$ cat config.mk
export PLATFORM = sky130hd
export DESIGN_NAME = alu_arbiter
export DESIGN_NICKNAME = d
export VERILOG_FILES = /design/src/rtl/alu_arbiter.sv
export SDC_FILE = /design/constraint.sdc
export NUM_CORES = 1
export LEC_CHECK = 0
export CAP_MARGIN = 20
export CORE_ASPECT_RATIO = 0.8
export CORE_MARGIN = 3
export CORE_UTILIZATION = 35
export DETAILED_ROUTE_END_ITERATION = 10
export HOLD_SLACK_MARGIN = 0.15
export PLACE_DENSITY_LB_ADDON = 0.05
export SLEW_MARGIN = 20
export SYNTH_ARGS = -nofsm -noshare
export SYNTH_HDL_FRONTEND = slang
export SYNTH_SLANG_ARGS = --single-unit
export TNS_END_PERCENT = 5
$ cat constraint.sdc
create_clock -name CLK -period 1.55 [get_ports CLK]
set_input_delay 0.31 -clock CLK [delete_from_list [all_inputs] [get_ports CLK]]
set_output_delay 0.31 -clock CLK [all_outputs]
set_load 0.03 [all_outputs]
$ cat src/rtl/alu_arbiter.sv
// Arbitrates two valid/ready requesters onto one external combinational ALU.
// Holds one response at a time and owns the architectural FLAGS, which only port 0 updates.
module alu_arbiter #(
  parameter int unsigned      DATA_W       = 16,
  parameter int unsigned      OPX_W        = 4,
  parameter int unsigned      STARVE_LIMIT = 4,
  parameter logic [OPX_W-1:0] OPX_MOV      = '0
) (
  input  logic              CLK,
  input  logic              RESET_N,

  input  logic              REQ0_VALID,
  output logic              REQ0_READY,
  input  logic [OPX_W-1:0]  REQ0_ALUX,
  input  logic [DATA_W-1:0] REQ0_ARGA,
  input  logic [DATA_W-1:0] REQ0_ARGB,

  input  logic              REQ1_VALID,
  output logic              REQ1_READY,
  input  logic [OPX_W-1:0]  REQ1_ALUX,
  input  logic [DATA_W-1:0] REQ1_ARGA,
  input  logic [DATA_W-1:0] REQ1_ARGB,

  output logic              RSP0_VALID,
  input  logic              RSP0_READY,
  output logic              RSP1_VALID,
  input  logic              RSP1_READY,
  output logic [DATA_W-1:0] RSP_RESULT,
  output logic [3:0]        RSP_FLAGS,

  output logic [OPX_W-1:0]  ALU_ALUX,
  output logic [DATA_W-1:0] ALU_ARGA,
  output logic [DATA_W-1:0] ALU_ARGB,
  input  logic [DATA_W-1:0] ALU_RESULT,
  input  logic              ALU_SIGN,
  input  logic              ALU_CARRY,
  input  logic              ALU_ZERO,
  input  logic              ALU_PARITY,

  output logic [3:0]        FLAGS
);

  localparam logic [3:0] StarveLim = 4'(STARVE_LIMIT);

  typedef enum logic [1:0] {
    StIdle,
    StExec,
    StResp
  } state_e;

  state_e              state_q, state_d;
  logic                owner_q, owner_d;
  logic [3:0]          starve_q, starve_d;
  logic [OPX_W-1:0]    alux_q, alux_d;
  logic [DATA_W-1:0]   arga_q, arga_d;
  logic [DATA_W-1:0]   argb_q, argb_d;
  logic [DATA_W-1:0]   result_q, result_d;
  logic [3:0]          rflags_q, rflags_d;
  logic [3:0]          flags_q, flags_d;

  logic                grant0, grant1;
  logic                hs0, hs1;
  logic                rsp_ready_sel;
  logic [OPX_W-1:0]    sel_alux;
  logic [DATA_W-1:0]   sel_arga, sel_argb;
  logic [3:0]          alu_flags;

  // Port 0 wins unless port 1 has waited through STARVE_LIMIT port-0 grants.
  always_comb begin
    grant1 = REQ1_VALID && (!REQ0_VALID || (starve_q == StarveLim));
    grant0 = REQ0_VALID && !grant1;
  end

  always_comb begin
    hs0 = (state_q == StIdle) && grant0;
    hs1 = (state_q == StIdle) && grant1;
  end

  always_comb begin
    sel_alux = grant1 ? REQ1_ALUX : REQ0_ALUX;
    sel_arga = grant1 ? REQ1_ARGA : REQ0_ARGA;
    sel_argb = grant1 ? REQ1_ARGB : REQ0_ARGB;
  end

  always_comb begin
    alu_flags     = {ALU_SIGN, ALU_CARRY, ALU_ZERO, ALU_PARITY};
    rsp_ready_sel = owner_q ? RSP1_READY : RSP0_READY;
  end

  always_comb begin
    starve_d = starve_q;
    if (!REQ1_VALID || hs1) begin
      starve_d = '0;
    end else if (hs0 && (starve_q != 4'hF)) begin
      starve_d = starve_q + 4'd1;
    end
  end

  always_comb begin
    state_d  = state_q;
    owner_d  = owner_q;
    alux_d   = alux_q;
    arga_d   = arga_q;
    argb_d   = argb_q;
    result_d = result_q;
    rflags_d = rflags_q;
    flags_d  = flags_q;

    unique case (state_q)
      StIdle: begin
        if (hs0 || hs1) begin
          alux_d  = sel_alux;
          arga_d  = sel_arga;
          argb_d  = sel_argb;
          owner_d = hs1;
          state_d = StExec;
        end
      end
      StExec: begin
        result_d = ALU_RESULT;
        rflags_d = alu_flags;
        if (!owner_q) begin
          flags_d = alu_flags;
        end
        state_d = StResp;
      end
      StResp: begin
        if (rsp_ready_sel) begin
          state_d = StIdle;
        end
      end
      default: state_d = StIdle;
    endcase
  end

  always_ff @(posedge CLK or negedge RESET_N) begin
    if (!RESET_N) begin
      state_q  <= StIdle;
      owner_q  <= 1'b0;
      starve_q <= '0;
      alux_q   <= OPX_MOV;
      arga_q   <= '0;
      argb_q   <= '0;
      result_q <= '0;
      rflags_q <= '0;
      flags_q  <= '0;
    end else begin
      state_q  <= state_d;
      owner_q  <= owner_d;
      starve_q <= starve_d;
      alux_q   <= alux_d;
      arga_q   <= arga_d;
      argb_q   <= argb_d;
      result_q <= result_d;
      rflags_q <= rflags_d;
      flags_q  <= flags_d;
    end
  end

  always_comb begin
    REQ0_READY = hs0;
    REQ1_READY = hs1;
    RSP0_VALID = (state_q == StResp) && !owner_q;
    RSP1_VALID = (state_q == StResp) && owner_q;
    RSP_RESULT = result_q;
    RSP_FLAGS  = rflags_q;
    ALU_ALUX   = alux_q;
    ALU_ARGA   = arga_q;
    ALU_ARGB   = argb_q;
    FLAGS      = flags_q;
  end

  a_one_ready: assert property (@(posedge CLK) disable iff (!RESET_N)
    !(REQ0_READY && REQ1_READY));

  a_ready_idle_only: assert property (@(posedge CLK) disable iff (!RESET_N)
    (state_q != StIdle) |-> !(REQ0_READY || REQ1_READY));

endmodule

# --- Word level (Yosys, flattened, before mapping) ---
# Index checks and enable logic that the tools add are counted.
# Widths: inputs -> output; s select.
classes:
  n_addsub: 1
  n_mul: 0
  div_mod_pow: 0
  order_cmp: 0
  n_eq_ne: 6
  shift: 0
  n_mux: 9
  n_bitwise: 1
  reduce_logical: 19
op_table:
  columns: ["operator", "count"]
  rows:
  - ["$mux 16", 2]
  - ["$mux 4", 3]
  - ["$logic_and 1x1->1", 7]
  - ["$pmux 2 s3", 1]
  - ["$reduce_and 2->1", 3]
  - ["$add 4x1->4 const B", 1]
  - ["$eq 4x3->1 const B", 1]
  - ["$logic_not 1->1", 4]
  - ["$mux 2", 2]
  - ["$ne 4x4->1 const B", 1]
  - ["$logic_or 1x1->1", 3]
  - ["$eq 2x1->1 const B", 1]
  - ["$eq 2x2->1 const B", 1]
  - ["$logic_not 2->1", 1]
  - ["$ne 2x1->1 const B", 1]
  - ["$ne 2x2->1 const B", 1]
  - ["$reduce_bool 2->1", 1]
  - ["$mux 1", 1]
  - ["$not 1->1", 1]
totals:
  ff_bits: 67
  latchBits: 0
  ramBits: 0
  romBits: 0
  in_bits: 98
  out_inout_bits: 64
  wordCells: 45
  n_memories: 0

# --- Longest topological paths before layout ---
# Gate-level depths: netlist (run 1).
logic_depth:
  depth_word: 9
  mapped_depth: 8
  depth_no_buf: 6

# --- Worst setup path after synthesis (run 1) ---
# Ideal clock, no wire load.
synth_timing:
  path_kind: "reg-to-output"
  startpoint: "register starve_q[0]"
  endpoint: "output port REQ1_READY"
  arrival_ps: 1368
  required_ps: 1240
  slack_ps: -128
  path_stages_with_launch: 7
  path_buffers: 1
  path_cell_list: "dfrtp_1 -> inv_1 -> ha_1 -> nand3b_1 -> a21boi_2 -> buf_6 -> and2_1"
synth_between:
  elab_chain_cells: 4
synth_rtl:
  columns: ["element", "line_no", "text"]
  rows:
  - ["start: declaration", "53", "logic [3:0] starve_q, starve_d;"]
  - ["start signal: assignment", "150", "starve_q <= starve_d;"]
  - ["$eq 4x3->1", "70", "grant1 = REQ1_VALID && (!REQ0_VALID || (starve_q == StarveLim));"]
  - ["$logic_or 1x1->1", "70", null]
  - ["$logic_and 1x1->1", "70", null]
  - ["$logic_and 1x1->1", "76", "hs1 = (state_q == StIdle) && grant1;"]
  - ["end: declaration", "19", "output logic REQ1_READY,"]
# Every way passes these cells.

# --- Final worst setup path (run 1) ---
# Same ends and word-level chain as after synthesis.

==> results.sh, run 1 <==
export IMPL_fmax_mhz=526
export IMPL_ioPinCount=162
export IMPL_grt_start_max_net_pins=68
export IMPL_yosys_warnings=0
export IMPL_dpl_worst_slack_ps=-330
export IMPL_synth_compound_area_share_pct=8.42
export IMPL_path_max_fanout=2
export IMPL_drt_wirelength_per_cell_um=14.2
export IMPL_core_mm2=0.00809
export IMPL_row_count=29
export IMPL_swShare_pct=42.6
export IMPL_finalPower_w=0.00948
export IMPL_end_kind="output port"
export IMPL_clk_latency_ps=330
export IMPL_fin_area_mm2=0.00508
export IMPL_crit_start="starve_q[0]"
export IMPL_p_leak_nw=2.29
export IMPL_tightest_slew_ps=363
export IMPL_gp_congestion=0.796
export IMPL_htree_levels=3
export IMPL_antenna_left=0
export IMPL_die_h_um=88.4
export IMPL_clock_tree_root_cell="clkbuf_8"
export IMPL_syn_area_per_cell_um2=12.0
export IMPL_period_needed_ps=1900
export IMPL_power_density_mw_per_mm2=1870
export IMPL_hold_ws_ps=478
export IMPL_maxSlewHeadroom_pct=75.8
export IMPL_firstDrtPassIters=4
export IMPL_synthXorXnorAreaFrac_pct=0.295
export IMPL_crit_required_ps=1240
export IMPL_finalSetupViolCount=41
export IMPL_drc=0
export IMPL_switchingPower_w=0.00404
export IMPL_path_class="reg2out"
export IMPL_p_int_w=0.00544
export IMPL_vias=2464
export IMPL_synth_simple_area_share_pct=8.42
export IMPL_stdcell_count=544
export IMPL_rsz0062_at_grt="yes"
export IMPL_grt_pass1_vias=2424
export IMPL_synth_adder_area_share_pct=0.842
export IMPL_area_growth_pct=70.9
export IMPL_worst_slack_ps=-350
export IMPL_drt_total_wl_um=7700
export IMPL_dp_cells=523
export IMPL_fillCellCount=684
export IMPL_synth_seq_area_share_pct=56.4
export IMPL_synthesis_instances=248
export IMPL_irDropWorstVdd_mv=0.882
export IMPL_fp_dieW_um=109
export IMPL_clkTransAtPathRegs_ps=70
export IMPL_syn_num_nets=348
export IMPL_slew_violations=0
export IMPL_antenna_found_initial=0
export IMPL_hold_viol=0
export IMPL_drt_iter0_markers=57
export IMPL_grt_pass1_wl_um=11900
export IMPL_vias_per_cell=4.53
export IMPL_comb_power_share_pct=53.8
export IMPL_final_cell_mix="clkdlybuf4s50_1, dfrtp_1, dlygate4sd2_1"
export IMPL_ys_seq_elements=67
export IMPL_start_util_pct=36.7
export IMPL_maxCapViolCount=0
export IMPL_r2r_cells=8
export IMPL_clock_skew_ps=6.77
export IMPL_min_path_type="reg2reg"
export IMPL_grt_usage_pct=16.1
export IMPL_yosys_mux_area_fraction_pct=21.9
export IMPL_clkPwrFrac_pct=14.6
export IMPL_cts_tree="built"
export IMPL_violations="setup timing"
export IMPL_clkSinkCount=67
export IMPL_synth_cell_type_count=31
export IMPL_netlist_area_mm2=0.00297
export IMPL_numCtsBuffers=9
export IMPL_dpl_cell_area_mm2=0.00484
export IMPL_min_path_cells=2
export IMPL_finalNetCount=533
export IMPL_synth_top_family_by_area="multiplexers"
export IMPL_arrival_ps=1590
export IMPL_sequentialPowerShare_pct=31.6
export IMPL_drive_gt1_share_pct=18.8
export IMPL_clockBufferDepth=2
export IMPL_die_area_mm2=0.00964
export IMPL_io_buffers=161
export IMPL_gr_total_overflow=0
export IMPL_hold_start="ALU_ARGB[14]"
export IMPL_r2r_slack_ps=-260
export IMPL_status="complete, but fails checks"
export IMPL_layout_commonest_cell="clkdlybuf4s50_1"
export IMPL_place_hpwl_um=5830
export IMPL_regToRegStartpoint="starve_q[0]"
export IMPL_period_share_pct=123
export IMPL_antenna_cells=0
export IMPL_critPathLaunchType="register"
## state kept, by name, summed over array words and instances (netlist names)
register,count
ALU_ALUX,4
ALU_ARGA,16
ALU_ARGB,16
FLAGS,4
RSP_FLAGS,4
RSP_RESULT,16
owner_q,1
starve_q,4
state_q,2
## synthesized netlist by cell type
cell      count  share of area, %
a21bo_2       1              0.34
a21boi_2      1              0.38
a21oi_1       1              0.17
a21oi_2       1              0.29
a311oi_1      1              0.29
and2_1        2              0.42
buf_12        2               1.3
buf_2         2              0.34
buf_4         1              0.25
buf_6         1              0.38
clkbuf_1      7              0.88
dfrtp_1      67                56
ha_1          2              0.84
inv_1         4              0.50
mux2_2       25               9.5
mux2i_1      37                12
nand2_1      36               4.5
nand2b_1      2              0.42
nand3_1       2              0.34
nand3_2       1              0.34
nand3b_1      1              0.25
nand4b_1      1              0.29
nor2_1        6              0.76
nor2b_1       1              0.21
nor3b_4       1              0.63
o21ai_0       2              0.34
o21ai_1      36               6.1
o21ai_2       1              0.29
o21bai_1      1              0.25
or3_1         1              0.21
xnor2_1       1              0.29
## layer usage
| layer | vias to the layer above | routed length, µm | track usage, % |
|---|---|---|---|
| met4 | 0 | 82 | 5.16 |
| met1 | 1141 | 3230 | 19.9 |
| li1 | 1222 | - | - |
| met2 | 94 | 3680 | 26.4 |
| met5 | - | 0 | 0 |
| met3 | 7 | 710 | 5.91 |
## final timing paths
check,endpoint
max reg2reg,ALU_ARGB[4]
min in group asynchronous,RSP_RESULT[12]
max in group asynchronous,ALU_ALUX[3]
min,ALU_ARGB[14]
max,REQ1_READY
min reg2reg,ALU_ARGB[14]
## kinds of logic after synthesis
| family | count (synthesis) |
|---|---|
| AOI/OAI and AO/OA | 45 |
| DFF | 67 |
| buffers and inverters | 17 |
| muxes | 62 |
| adders and majority gates | 2 |
| xor gates and xnor gates | 1 |
| and+or+nand+nor | 54 |
## worst max-delay path, cell delays in order (launching register included)
cell and delay, ps:
dfrtp_1 400, inv_2 90, ha_4 140, nand3b_1 150
a21boi_4 190, and2_4 170, buf_6 120
## through the flow
| step | utilization, % | setup TNS (ps) |
|---|---|---|
| finish | 62.8 | -6880 |
| global route | 62.8 | -9950 |
| CTS | 62.6 | -7750 |
| detailed placement | 59.9 | -11560 |
| global placement | 59.9 | -9470 |
| floorplan | - | 0 |
## power groups by stage
stage	Clock, W	Combinational, W	Sequential [W]
after floorplan	0	0.00151	0.00460
after global placement	0	0.00557	0.00302
after detailed placement	0	0.00562	0.00306
after CTS	0.00144	0.00516	0.00301
after global routing	0.00153	0.00551	0.00311
final	0.00139	0.00510	0.00299
## area by class of cell
cell class                      instances  area, µm²  area share, %
Sequential cell                        67       1680           33.0
Multi-Input combinational cell        164       1230           24.3
Clock buffer                           11        141           2.78
Tap cell                              108        135           2.66
Timing Repair Buffer                  187       1840           36.2
Inverter                                4       15.0          0.296
Clock inverter                          3       40.0          0.788
## what timing repair did
item,in CTS,in global routing
hold buffers,1,0
hold endpoints to repair,67,0
gates resized for setup,71,4
setup endpoints to repair,103,44
pin swaps,5,5
cloned,1,0
setup buffers,7,2
Power figures use the tool's default switching activity.
==> run 2: changes to the inputs <==
- CTS_CLUSTER_SIZE: not set -> 30
==> results of run 2 <==
The final DEF is identical to that of run 1; final timing and power are the same.
==> run 3: changes to the inputs <==
- MAX_ROUTING_LAYER: not set -> met4
==> run 3 against run 2 <==
The flow still finishes with violations (setup timing). Die area unchanged. Cell count unchanged. Sequential share of layout area stayed put. Maximum frequency about the same. Sequential cell count unchanged. Worst hold slack hardly changed. Clock-buffer cell count stayed put. Sequential power hardly changed. Critical endpoint unchanged. Largest cell class unchanged.
==> results.sh, run 3 (synthesis gave the netlist of run 1 again) <==
export IMPL_area_growth_pct=70.9
export IMPL_grt_usage_pct=16.6
export IMPL_fmax_mhz=527
export IMPL_irDropWorstVdd_mv=0.883
export IMPL_die_area_mm2=0.00964
export IMPL_r2r_slack_ps=-260
export IMPL_clk_latency_ps=330
export IMPL_crit_start="starve_q[0]"
export IMPL_fp_dieW_um=109
export IMPL_io_buffers=161
export IMPL_final_cell_mix="clkdlybuf4s50_1, dfrtp_1, dlygate4sd2_1"
export IMPL_clock_skew_ps=5.29
export IMPL_power_density_mw_per_mm2=1870
export IMPL_clockBufferDepth=2
export IMPL_dpl_worst_slack_ps=-330
export IMPL_finalPower_w=0.00948
export IMPL_critPathLaunchType="register"
export IMPL_period_share_pct=123
export IMPL_status="complete, but fails checks"
export IMPL_antenna_cells=0
export IMPL_vias=2477
export IMPL_use_met2_pct=26.5
export IMPL_cp_top_family="flip-flops"
export IMPL_numCtsBuffers=9
export IMPL_hold_viol=0
export IMPL_r2r_cells=8
export IMPL_path_class="reg2out"
export IMPL_drt_iter0_markers=69
export IMPL_reg2reg_to="ALU_ARGB[4]"
export IMPL_ioPinCount=162
export IMPL_drt_wirelength_per_cell_um=14.1
export IMPL_row_count=29
export IMPL_clkTransAtPathRegs_ps=70
export IMPL_drc=0
export IMPL_whs_endpoint="ALU_ARGB[14]"
export IMPL_critPathSlowestCell="dfrtp_1"
export IMPL_core_mm2=0.00809
export IMPL_tightest_slew_ps=362
export IMPL_regToRegStartpoint="starve_q[0]"
export IMPL_worst_slack_ps=-349
export IMPL_path_cells="inv_2 > ha_4 > nand3b_1 > a21boi_4 > and2_4 > buf_6"
export IMPL_antenna_left=0
export IMPL_min_path_cells=2
export IMPL_firstDrtPassIters=4
export IMPL_fin_tns_setup_ps=-6920
export IMPL_met1_usage_pct=20.3
export IMPL_slew_violations=0
export IMPL_htree_levels=3
export IMPL_finalSetupViolCount=41
export IMPL_cp_slowest_stage_delay_ps=400
export IMPL_cts_tree="built"
export IMPL_grt_pass1_vias=2440
export IMPL_dpl_cell_area_mm2=0.00484
export IMPL_min_path_type="reg2reg"
export IMPL_clkSinkCount=67
export IMPL_hold_start="ALU_ARGB[14]"
export IMPL_layout_commonest_cell="clkdlybuf4s50_1"
export IMPL_fin_area_mm2=0.00508
export IMPL_vias_per_cell=4.55
export IMPL_clock_tree_root_cell="clkbuf_8"
export IMPL_antenna_found_initial=0
export IMPL_end_kind="output port"
export IMPL_path_max_fanout=2
export IMPL_drive_gt1_share_pct=18.8
export IMPL_p_leak_nw=2.29
export IMPL_period_needed_ps=1900
export IMPL_gr_total_overflow=0
export IMPL_grt_use_met3_pct=5.18
export IMPL_arrival_ps=1590
export IMPL_maxSlewHeadroom_pct=75.8
export IMPL_grt_busiest_layer="met2"
export IMPL_place_hpwl_um=5830
export IMPL_gp_congestion=0.807
export IMPL_start_util_pct=36.7
export IMPL_violations="setup timing"
export IMPL_drt_total_wl_um=7690
export IMPL_finalNetCount=533
export IMPL_crit_required_ps=1240
export IMPL_maxCapViolCount=0
export IMPL_crit_buf_inv=2
export IMPL_die_h_um=88.4
export IMPL_grt_pass1_wl_um=11900
export IMPL_grt_start_max_net_pins=68
export IMPL_rsz0062_at_grt="yes"
==> run 3: cell counts in the layout (fill, tap and decap cells not counted) <==
Identical to the previous run, type by type.
==> run 3: what timing repair did <==
item	CTS	global route
gates resized for setup	71	4
cloned	1	0
pin swaps	5	5
hold endpoints to repair	67	0
endpoints found under the setup margin	103	44
buffers inserted	7	2
hold buffers	1	0
==> run 3: worst max path at each step <==
| stage | to | slack (ps) | cells after the start |
|---|---|---|---|
| final | REQ1_READY | -350 | 6 |
| after global routing | REQ1_READY | -410 | 6 |
| after CTS | REQ1_READY | -360 | 6 |
| after detailed placement | ALU_ARGB[12] | -330 | 5 |
| after global placement | REQ0_READY | -310 | 4 |
| after floorplan | REQ1_READY | 3 | 6 |
==> run 3: metrics by stage <==
stage	hold WS, ps	utilization, %	std cells
after floorplan	14.4	-	248
after detailed placement	361	59.9	523
final	477	62.8	544
after CTS	485	62.6	545
after global placement	364	59.9	523
after global routing	498	62.8	544
==> run 3: metal layers <==
metal | wire, µm | share of wire (%)
met5 | 0 | 0
met4 | 59 | 0.77
met3 | 655 | 8.5
met2 | 3710 | 48
met1 | 3270 | 42
==> run 3: worst min-delay path, cell delays in order (launching register included) <==
cell	delay (ps)
dfrtp_1	340
nand2_1	50
o21ai_1	60
==> run 3: layout make-up <==
type / instances / area [µm²]
clock buffer: 11 / 141
clock inverter: 3 / 40.0
fill: 684 / 3010
inverter: 4 / 15.0
multi-input combinational: 164 / 1230
sequential: 67 / 1680
tap: 108 / 135
timing repair buffer: 187 / 1840
==> run 3: power by group <==
part	switching [W]	internal, W	total [W]
Sequential	0.000401	0.00259	0.00299
Combinational	0.00302	0.00208	0.00510
Clock	0.000616	0.000764	0.00138
Total	0.00404	0.00544	0.00948
